## src/rtl/nn_feeder_if.sv

```systemverilog
// Host/core bundle for the neural-network feeder.
// The master modport is the feeder: it consumes host requests and
// drives the core-facing instruction and lane signals.
interface nn_feeder_if #(
    parameter int DATA_W = 16
) ();
    logic                     host_valid;
    logic                     host_ready;
    logic signed [DATA_W-1:0] host_data_1;
    logic signed [DATA_W-1:0] host_data_2;
    logic                     host_go;
    logic                     host_load_weights;
    logic [1:0]               host_act_sel;
    logic [4:0]               instruction;
    logic signed [DATA_W-1:0] nn_data_in_1;
    logic signed [DATA_W-1:0] nn_data_in_2;
    logic                     nn_valid_in_1;
    logic                     nn_valid_in_2;

    modport master (
        input  host_valid,
        input  host_data_1,
        input  host_data_2,
        input  host_go,
        input  host_load_weights,
        input  host_act_sel,
        output host_ready,
        output instruction,
        output nn_data_in_1,
        output nn_data_in_2,
        output nn_valid_in_1,
        output nn_valid_in_2
    );

    modport slave (
        output host_valid,
        output host_data_1,
        output host_data_2,
        output host_go,
        output host_load_weights,
        output host_act_sel,
        input  host_ready,
        input  instruction,
        input  nn_data_in_1,
        input  nn_data_in_2,
        input  nn_valid_in_1,
        input  nn_valid_in_2
    );
endinterface

```

## src/rtl/nn_feeder.sv

```systemverilog
// Host-side feeder for the 2x2 neural-network core.
// Buffers host vectors in a small FIFO, issues the instruction word and
// streams each vector into the two core lanes, lane 2 skewed one cycle
// behind lane 1. Every core-facing output comes straight from a flop.
module nn_feeder #(
    parameter  int DEPTH  = 4,
    parameter  int DATA_W = 16,
    localparam int CNT_W  = $clog2(DEPTH + 1),
    localparam int PTR_W  = $clog2(DEPTH)
) (
    input  logic             clk,
    input  logic             rst,
    nn_feeder_if.master      bus,
    output logic             busy,
    output logic             done,
    output logic [CNT_W-1:0] fifo_count
);

    typedef enum logic [1:0] {
        S_IDLE   = 2'd0,
        S_WLOAD  = 2'd1,
        S_STREAM = 2'd2,
        S_DRAIN  = 2'd3
    } state_t;

    localparam logic [CNT_W-1:0] CNT_ONE  = CNT_W'(1);
    localparam logic [CNT_W-1:0] CNT_FULL = CNT_W'(DEPTH);
    localparam logic [PTR_W-1:0] PTR_ONE  = PTR_W'(1);

    state_t                   state_q, state_d;
    logic                     pend_q, pend_d;
    logic [1:0]               act_q, act_d;
    logic signed [DATA_W-1:0] mem1_q [DEPTH];
    logic signed [DATA_W-1:0] mem1_d [DEPTH];
    logic signed [DATA_W-1:0] mem2_q [DEPTH];
    logic signed [DATA_W-1:0] mem2_d [DEPTH];
    logic [PTR_W-1:0]         wr_ptr_q, wr_ptr_d;
    logic [PTR_W-1:0]         rd_ptr_q, rd_ptr_d;
    logic [CNT_W-1:0]         count_q, count_d;
    logic signed [DATA_W-1:0] lane1_q, lane1_d;
    logic signed [DATA_W-1:0] lane2_q, lane2_d;
    logic signed [DATA_W-1:0] skew_q, skew_d;
    logic                     vld1_q, vld1_d;
    logic                     vld2_q, vld2_d;
    logic                     start_q, start_d;
    logic                     wload_q, wload_d;
    logic                     linp_q, linp_d;
    logic [1:0]               act_out_q, act_out_d;
    logic                     done_q, done_d;

    logic full;
    logic empty;
    logic push;
    logic pop;

    assign full  = (count_q == CNT_FULL);
    assign empty = (count_q == '0);
    assign push  = bus.host_valid && !full;

    // Next-state, pop decision and registered core-facing outputs.
    // The pop and the lane-1 load happen on the edge that enters or stays
    // in STREAM, so lane 1 is valid in the first cycle of the burst.
    always_comb begin
        state_d   = state_q;
        pend_d    = pend_q;
        act_d     = act_q;
        wload_d   = 1'b0;
        done_d    = 1'b0;
        pop       = 1'b0;

        case (state_q)
            S_IDLE: begin
                if (bus.host_load_weights) begin
                    state_d = S_WLOAD;
                    wload_d = 1'b1;
                    if (bus.host_go && !empty) begin
                        pend_d = 1'b1;
                        act_d  = bus.host_act_sel;
                    end
                end else if (bus.host_go && !empty) begin
                    state_d = S_STREAM;
                    act_d   = bus.host_act_sel;
                    pop     = 1'b1;
                end
            end
            S_WLOAD: begin
                pend_d = 1'b0;
                if (pend_q && !empty) begin
                    state_d = S_STREAM;
                    pop     = 1'b1;
                end else begin
                    state_d = S_IDLE;
                end
            end
            S_STREAM: begin
                if (!empty) begin
                    pop = 1'b1;
                end else begin
                    state_d = S_DRAIN;
                end
            end
            S_DRAIN: begin
                state_d = S_IDLE;
                done_d  = 1'b1;
            end
            default: begin
                state_d = S_IDLE;
            end
        endcase

        // nn_start marks only the pop that opens a burst
        start_d = pop && (state_q != S_STREAM);

        lane1_d = '0;
        vld1_d  = 1'b0;
        skew_d  = skew_q;
        if (pop) begin
            lane1_d = mem1_q[rd_ptr_q];
            vld1_d  = 1'b1;
            skew_d  = mem2_q[rd_ptr_q];
        end

        // Lane 2 replays the element popped on the previous STREAM edge
        vld2_d  = (state_q == S_STREAM);
        lane2_d = vld2_d ? skew_q : '0;

        linp_d    = vld1_d || vld2_d;
        act_out_d = ((state_d == S_STREAM) || (state_d == S_DRAIN)) ? act_d : 2'b00;
    end

    // FIFO storage, pointers and occupancy
    always_comb begin
        mem1_d   = mem1_q;
        mem2_d   = mem2_q;
        wr_ptr_d = wr_ptr_q;
        rd_ptr_d = rd_ptr_q;
        count_d  = count_q;

        if (push) begin
            mem1_d[wr_ptr_q] = bus.host_data_1;
            mem2_d[wr_ptr_q] = bus.host_data_2;
            wr_ptr_d         = wr_ptr_q + PTR_ONE;
        end
        if (pop) begin
            rd_ptr_d = rd_ptr_q + PTR_ONE;
        end

        case ({push, pop})
            2'b10:   count_d = count_q + CNT_ONE;
            2'b01:   count_d = count_q - CNT_ONE;
            default: count_d = count_q;
        endcase
    end

    // Register update; reset clears everything, flushing the FIFO
    always_ff @(posedge clk) begin
        if (rst) begin
            state_q   <= S_IDLE;
            pend_q    <= 1'b0;
            act_q     <= 2'b00;
            for (int i = 0; i < DEPTH; i++) begin
                mem1_q[i] <= '0;
                mem2_q[i] <= '0;
            end
            wr_ptr_q  <= '0;
            rd_ptr_q  <= '0;
            count_q   <= '0;
            lane1_q   <= '0;
            lane2_q   <= '0;
            skew_q    <= '0;
            vld1_q    <= 1'b0;
            vld2_q    <= 1'b0;
            start_q   <= 1'b0;
            wload_q   <= 1'b0;
            linp_q    <= 1'b0;
            act_out_q <= 2'b00;
            done_q    <= 1'b0;
        end else begin
            state_q   <= state_d;
            pend_q    <= pend_d;
            act_q     <= act_d;
            mem1_q    <= mem1_d;
            mem2_q    <= mem2_d;
            wr_ptr_q  <= wr_ptr_d;
            rd_ptr_q  <= rd_ptr_d;
            count_q   <= count_d;
            lane1_q   <= lane1_d;
            lane2_q   <= lane2_d;
            skew_q    <= skew_d;
            vld1_q    <= vld1_d;
            vld2_q    <= vld2_d;
            start_q   <= start_d;
            wload_q   <= wload_d;
            linp_q    <= linp_d;
            act_out_q <= act_out_d;
            done_q    <= done_d;
        end
    end

    assign bus.host_ready    = !full;
    assign bus.instruction   = {act_out_q, wload_q, linp_q, start_q};
    assign bus.nn_data_in_1  = lane1_q;
    assign bus.nn_data_in_2  = lane2_q;
    assign bus.nn_valid_in_1 = vld1_q;
    assign bus.nn_valid_in_2 = vld2_q;
    assign busy              = (state_q != S_IDLE);
    assign done              = done_q;
    assign fifo_count        = count_q;

endmodule

```

## src/flat_wrapper.sv

```systemverilog
// flat-port wrapper written by rule: the top's interface ports become plain ports
module nn_feeder_flat 
#(
    parameter  int DEPTH  = 4,
    parameter  int DATA_W = 16,
    localparam int CNT_W  = $clog2(DEPTH + 1),
    localparam int PTR_W  = $clog2(DEPTH)
)
  (clk, rst, busy, done, fifo_count, bus_host_valid, bus_host_data_1, bus_host_data_2, bus_host_go, bus_host_load_weights, bus_host_act_sel, bus_host_ready, bus_instruction, bus_nn_data_in_1, bus_nn_data_in_2, bus_nn_valid_in_1, bus_nn_valid_in_2);
  nn_feeder_if #(.DATA_W(DATA_W)) bus_i ();
  input  logic clk;
  input  logic rst;
  output logic busy;
  output logic done;
  output logic [CNT_W-1:0] fifo_count;
  input wire logic [$bits(bus_i.host_valid)-1:0] bus_host_valid;
  input wire logic [$bits(bus_i.host_data_1)-1:0] bus_host_data_1;
  input wire logic [$bits(bus_i.host_data_2)-1:0] bus_host_data_2;
  input wire logic [$bits(bus_i.host_go)-1:0] bus_host_go;
  input wire logic [$bits(bus_i.host_load_weights)-1:0] bus_host_load_weights;
  input wire logic [$bits(bus_i.host_act_sel)-1:0] bus_host_act_sel;
  output wire logic [$bits(bus_i.host_ready)-1:0] bus_host_ready;
  output wire logic [$bits(bus_i.instruction)-1:0] bus_instruction;
  output wire logic [$bits(bus_i.nn_data_in_1)-1:0] bus_nn_data_in_1;
  output wire logic [$bits(bus_i.nn_data_in_2)-1:0] bus_nn_data_in_2;
  output wire logic [$bits(bus_i.nn_valid_in_1)-1:0] bus_nn_valid_in_1;
  output wire logic [$bits(bus_i.nn_valid_in_2)-1:0] bus_nn_valid_in_2;
  assign bus_i.host_valid = bus_host_valid;
  assign bus_i.host_data_1 = bus_host_data_1;
  assign bus_i.host_data_2 = bus_host_data_2;
  assign bus_i.host_go = bus_host_go;
  assign bus_i.host_load_weights = bus_host_load_weights;
  assign bus_i.host_act_sel = bus_host_act_sel;
  assign bus_host_ready = bus_i.host_ready;
  assign bus_instruction = bus_i.instruction;
  assign bus_nn_data_in_1 = bus_i.nn_data_in_1;
  assign bus_nn_data_in_2 = bus_i.nn_data_in_2;
  assign bus_nn_valid_in_1 = bus_i.nn_valid_in_1;
  assign bus_nn_valid_in_2 = bus_i.nn_valid_in_2;
  nn_feeder #(.DEPTH(DEPTH), .DATA_W(DATA_W)) u_core (.clk(clk), .rst(rst), .bus(bus_i), .busy(busy), .done(done), .fifo_count(fifo_count));
endmodule
```

## config.mk

```make
export PLATFORM = sky130hd
export DESIGN_NAME = nn_feeder_flat
export DESIGN_NICKNAME = d
export VERILOG_FILES = /design/src/rtl/nn_feeder_if.sv /design/src/rtl/nn_feeder.sv /design/src/flat_wrapper.sv
export SDC_FILE = /design/constraint.sdc
export NUM_CORES = 1
export LEC_CHECK = 0
export ABC_AREA = 0
export BUFFER_PORTS_ARGS = -buffer_cell sky130_fd_sc_hd__buf_4
export CORE_UTILIZATION = 45
export CTS_CLUSTER_DIAMETER = 100
export DETAILED_ROUTE_END_ITERATION = 7
export MAX_ROUTING_LAYER = met4
export PLACE_DENSITY = 0.76
export SYNTH_ARGS = -nofsm -noshare
export SYNTH_HDL_FRONTEND = slang
export SYNTH_SLANG_ARGS = --single-unit
```

## constraint.sdc

```tcl
create_clock -name clk -period 2.2 [get_ports clk]
set_input_delay 0.22 -clock clk [delete_from_list [all_inputs] [get_ports clk]]
set_output_delay 0.22 -clock clk [all_outputs]
set_load 0.02 [all_outputs]
```

# == Word level (Yosys, flattened, before mapping) ==
# Cells that the tools add are included.
# Widths: inputs -> output; s select.
# classes
order_cmp,3
div_mod_pow,0
eq_ne,11
n_mux,29
n_reduce_logical,19
bitwise_logic,6
shift,0
mul,0
n_addsub,4
# op_table
operator,count
$bwmux 64,2
$mux 16,5
$bmux 16 s2,2
$demux 16 s2,1
$mux 2,6
$eq 2x2->1 const B,5
$mux 1,9
$pmux 2 s4,1
$reduce_or 2->1,4
$ge 3x3->1 const B,2
$not 2->3,2
$pmux 3 s2,1
$reduce_bool 2->1,3
$logic_and 1x1->1,5
$add 2x1->2 const B,2
$eq 2x1->1 const B,2
$ne 2x2->1 const B,2
$not 1->1,4
$add 3x1->3 const B,1
$eq 3x3->1 const B,1
$logic_not 3->1,1
$lt 3x1->1 const B,1
$pmux 1 s3,1
$reduce_and 3->1,1
other kinds (6),8
# word_totals
inputBits,39
memories,0
ramBits,0
regBits,196
output_inout_bits,45
romBits,0
word_cells,96
latch_bits,0

# == Logic depth before layout (Yosys ltp) ==
# logic_depth
ltp_word,10
depth_mapped,9
ltp_nobuf,8

# == Least setup slack after synthesis ==
# OpenSTA, ideal clock, no wires.
# synth_timing
path_type,flip-flop to flip-flop
start,"reg u_core.count_q[2], in the netlist u_core.fifo_count[2]"
end,"reg u_core.count_q[2], in the netlist u_core.fifo_count[2]"
path_stages_with_launch,10
t_arrival_ns,2.300
path_buffers,1
path_slack_ns,-0.170
cell_sequence,dfxtp_1 -> or3b_1 -> buf_6 -> nand2_1 -> ha_1 -> inv_1 -> fa_1 -> xor2_1 -> or3_1 -> a21oi_1
# synth_between
elab_cells_between_ends,18
classes_between,add/sub (2); eq/ne (3); mux (6); reduce/logical (7)
# synth_rtl
item,line,text
"start, declared",nn_feeder.sv:39,"logic [CNT_W-1:0] count_q, count_d;"
"start signal, assigned",nn_feeder.sv:186,count_q <= count_d;
$eq 3x3->1 *,nn_feeder.sv:56,assign full = (count_q == CNT_FULL);
$logic_not 1->1 *,-,
named net bus_host_ready,flat_wrapper.sv:22,output wire logic [$bits(bus_i.host_ready)-1:0] bus_host_ready;
$logic_and 1x1->1 *,nn_feeder.sv:58,assign push = bus.host_valid && !full;
$eq 2x1->1 or $eq 2x2->1 (tied branches),nn_feeder.sv:148,"case ({push, pop})"
$pmux 3 s2 or $reduce_bool 2->1 (tied branches),-,
# The timed path passes the listed nets; every way through them passes the cells marked *.
# A chain may end at the register's enable or synchronous reset.

# == Worst setup path in the final report ==
# layout_timing
start,"reg u_core.count_q[2], in the netlist u_core.fifo_count[2]"
end,"reg u_core.count_q[2], in the netlist u_core.fifo_count[2]"
# layout_between
elab_chain_cells,8
elab_cells_between_ends,18
classes_between,add/sub (2); eq/ne (3); mux (6); reduce/logical (7)
# layout_rtl
item,line,text
$logic_not 3->1,nn_feeder.sv:57,assign empty = (count_q == '0);
$logic_not 1->1,"nn_feeder.sv:80, nn_feeder.sv:88",
$logic_and 1x1->1,nn_feeder.sv:80,end else if (bus.host_go && !empty) begin
$mux 1,nn_feeder.sv:80,
$mux 1,nn_feeder.sv:73,if (bus.host_load_weights) begin
$pmux 1 s3,nn_feeder.sv:71,case (state_q)
$eq 2x1->1 or $eq 2x2->1 (tied branches),nn_feeder.sv:148,
$pmux 3 s2 or $reduce_bool 2->1 (tied branches),-,
# Several ways; a longest one is shown, not always the timed one.

==> impl_results.md <==
* Initial DRC Count at 514
* Final core utilization at 55.2%
* Routed len/inst at 15.5 um
* Clock transition at path regs at 0.07 ns
* Post-synth EDFFs at 0
* Ys flop type: dfxtp_1
* Core box area at 0.0161 sq mm
* Fillers at 1423
* R2R setup slack at 0.10 ns
* Max Slew Vio Count at 0
* Critical Path AT at 2.44 ns
* Antenna viol nets, final at 0
* Hold Vio Cnt, Final at 0
* CTS Sinks at 196
* FFs w/ async S/R, synth at 0%
* Total Routing Usage GR at 20.9%
* Most frequent cells after synthesis: nand2_1, dfxtp_1, a21oi_1, mux4_2, nor2_1
* Root Buffer: clkbuf_16
* Residual DRC at 0
* Clk Latency, worst-skew pair at 0.43 ns
* Crit share post-route at 95.2%
* Post-synth top area cell: dfxtp_1
* Hold crit path type: input pin to flop
* Global-route wire length before repair at 27700 um
* Port buffer count at 83
* Largest net degree at the start of global routing at 116
* Clk buf depth at 2
* Worst r2r src: u_core.fifo_count[2]
* Fin area at 0.00889 sq mm
* Critical path type: flop to flop
* Kind of end point of the critical path: flop
* Buffers plus inverters on the worst setup path at 1
* CP max FO at 6
* Register bit total from synthesis at 196
* Die Ht at 132 um
* Post-synth top area share at 52.0%
* Crit path time final at 2.10 ns
* Relative slew slack at 63.5%
* Final Skew at 0.0103 ns
* Outcome: complete, no violations
* DP HPWL at 10300 um
* DP Area at 0.00830 sq mm
* # nets final at 917
* Lkg Pwr at 3.25 nW
* Final Setup Violations at 0
* Register area share after synthesis at 52.0%
* Crit. Startpoint: u_core.fifo_count[2]
* Slowest cell on crit path: or3b_4
* Sequential cell area at 0.00394 sq mm
* Vias per cell at 5.06
* Hold path startpoint: bus_host_act_sel[0]
* Fmax at 477 MHz
* Worst Setup EP: u_core.fifo_count[2]
* Drt total wl at 17000 um
* Die footprint at 0.0173 sq mm
* R2r worst-path depth at 8
* Area of the multi-input gates at 0.00325 sq mm
* Post-synthesis cell type count at 33
* Synth area leaders: dfxtp_1, nand2_1, mux4_2, a21oi_1, mux2i_1
* Max Cap Viol at 0
* Synth Instances at 813
* Worst-Margin Slew at 0.544 ns
* Worst-path cell chain: or3b_4 -> nand2_2 -> ha_4 -> inv_1 -> fa_1 -> xor2_1 -> or3_1 -> a21oi_1
* WP data required at 2.55 ns
* TritonCTS buffer count at 17
* Power density over the cells at 995 mW/mm^2
* Mapped cell area at 0.00755 sq mm
* Vias in the first global route at 5365
* Reg2reg end: u_core.fifo_count[2]
* Layout cell share with drive strength beyond 1 at 20.6%
* TritonCTS clock tree: yes
* Cts hold-fix bufs at 0
* CP max stage delay at 0.39 ns
* Routability Congestion at 0.807
* GRT overflow at 0
* Avg Cell Area, Syn at 9.29 sq um
* Ys Warns at 0
* Startpoint types: flop
* I/O pin count at 84
* VDD IR max at 714 uV
* Initial antenna violation count at 1
* Die W at 132 um
* FP Rows at 46
* Effective utilization at floorplan at 46.9%
* Area Growth Syn to Fin at 17.8%
* Syn nets at 858
* DR pass1 iterations at 5
* DR vias at 5568
* CP Depth at 8
* Kind of cell adding the most delay to the critical path: simple AND/OR/NAND/NOR gates
* Top-count cell post-synth: nand2_1
* H-tree levels at 4
==> tightest hold or removal path: stages <==
cell and delay, ns:
buf_4 0.08, mux2i_1 0.06, nor2_1 0.08
==> flip-flops by register name, summed over array words and instances (netlist names), 2 cells and up <==
register / flops
u_core.rd_ptr_q: 2
u_core.wr_ptr_q: 2
u_core.bus.nn_data_in_2: 16
u_core.bus.nn_data_in_1: 16
u_core.mem1_q: 64
u_core.skew_q: 16
u_core.act_q: 2
u_core.act_out_q: 2
u_core.fifo_count: 3
u_core.mem2_q: 64
u_core.state_q: 2
==> layout make-up <==
cell class,instances,area share [%]
Antenna cell,1,0.0281
Clock buffer,20,4.91
Inverter,7,0.295
Tap cell,216,3.04
Multi-Input combinational cell,547,36.5
Timing Repair Buffer,103,9.40
Sequential cell,196,44.3
Clock inverter,10,1.52
==> per-layer routing <==
layer | up-vias | global-route usage [%] | routed length (um)
li1 | 2807 | - | -
met5 | - | - | 0
met1 | 2629 | 26.5 | 7780
met2 | 124 | 33.1 | 8360
met4 | 0 | 6.98 | 123
met3 | 8 | 4.48 | 783
==> how the worst min path moves through the flow <==
stage / end / slack, ns / cells past startpoint
after detailed placement: u_core.bus.nn_data_in_2[10] / 0.44 / 1
final: u_core.act_q[0] / 0.05 / 3
after CTS: u_core.act_q[0] / 0.03 / 3
after global routing: u_core.mem2_q[30] / 0.05 / 3
after floorplan: u_core.mem1_q[0] / 0.36 / 2
after global placement: u_core.mem2_q[8] / 0.44 / 2
==> power breakdown <==
group | switching (W) | internal, W
logic | 0.00103 | 0.000786
registers | 0.000161 | 0.00382
clock network | 0.00128 | 0.00177
total | 0.00247 | 0.00638
==> metrics by stage <==
| stage | power [W] | hold slack [ns] | cells | setup WS, ns | setup TNS (ns) |
|---|---|---|---|---|---|
| global route | 0.00924 | 0.0496 | 1100 | -0.00991 | -0.00991 |
| global placement | 0.00583 | 0.439 | 1067 | 0.130 | 0 |
| floorplan | 0.00536 | 0.356 | 813 | 0.00135 | 0 |
| detailed placement | 0.00587 | 0.439 | 1067 | 0.0709 | 0 |
| finish | 0.00885 | 0.0484 | 1100 | 0.105 | 0 |
| CTS | 0.00890 | 0.0345 | 1097 | 0.0509 | 0 |
==> cells in the final DEF, fill, tap and decap left out, types with 2 or more instances in the layout <==
| cell | synthesis | routed |
|---|---|---|
| nor2_1 | 29 | 29 |
| ha_1 | 5 | 4 |
| clkinvlp_4 | 0 | 4 |
| a21oi_1 | 132 | 132 |
| clkinv_2 | 0 | 3 |
| dfxtp_1 | 196 | 189 |
| xor2_1 | 2 | 2 |
| clkbuf_1 | 20 | 3 |
| buf_4 | 7 | 98 |
| nand2_1 | 259 | 258 |
| inv_1 | 7 | 7 |
| nand3_2 | 4 | 4 |
| mux4_2 | 32 | 32 |
| nor3_1 | 6 | 6 |
| buf_12 | 0 | 5 |
| nand3_1 | 3 | 3 |
| and2_1 | 17 | 17 |
| mux2i_1 | 18 | 18 |
| dfxtp_4 | 0 | 2 |
| nand2b_1 | 3 | 2 |
| and3_4 | 3 | 3 |
| or3_1 | 2 | 2 |
| bufinv_16 | 0 | 3 |
| dfxtp_2 | 0 | 5 |
| nor2b_1 | 20 | 20 |
| clkbuf_16 | 0 | 17 |
==> repair_timing <==
item                       in CTS  in global routing
setup buffers                   0                  2
hold endpoints to repair        0                  0
gates resized for setup         0                  3
setup endpoints to repair       0                  1
==> logic make-up (layout without fill, tap and decap cells) <==
| logic type | count (synthesis) | after routing | synth area share [%] |
|---|---|---|---|
| fa+ha+maj | 6 | 6 | 1.09 |
| flops | 196 | 196 | 52.0 |
| mux | 50 | 50 | 11.9 |
| simple gates | 351 | 351 | 19.9 |
| buf+inv | 70 | 140 | 5.50 |
| other cells | 0 | 1 | 0 |
| compound gates | 137 | 137 | 9.28 |
| xor+xnor | 3 | 3 | 0.348 |
Note: power is estimated with default switching activity, not from simulation.
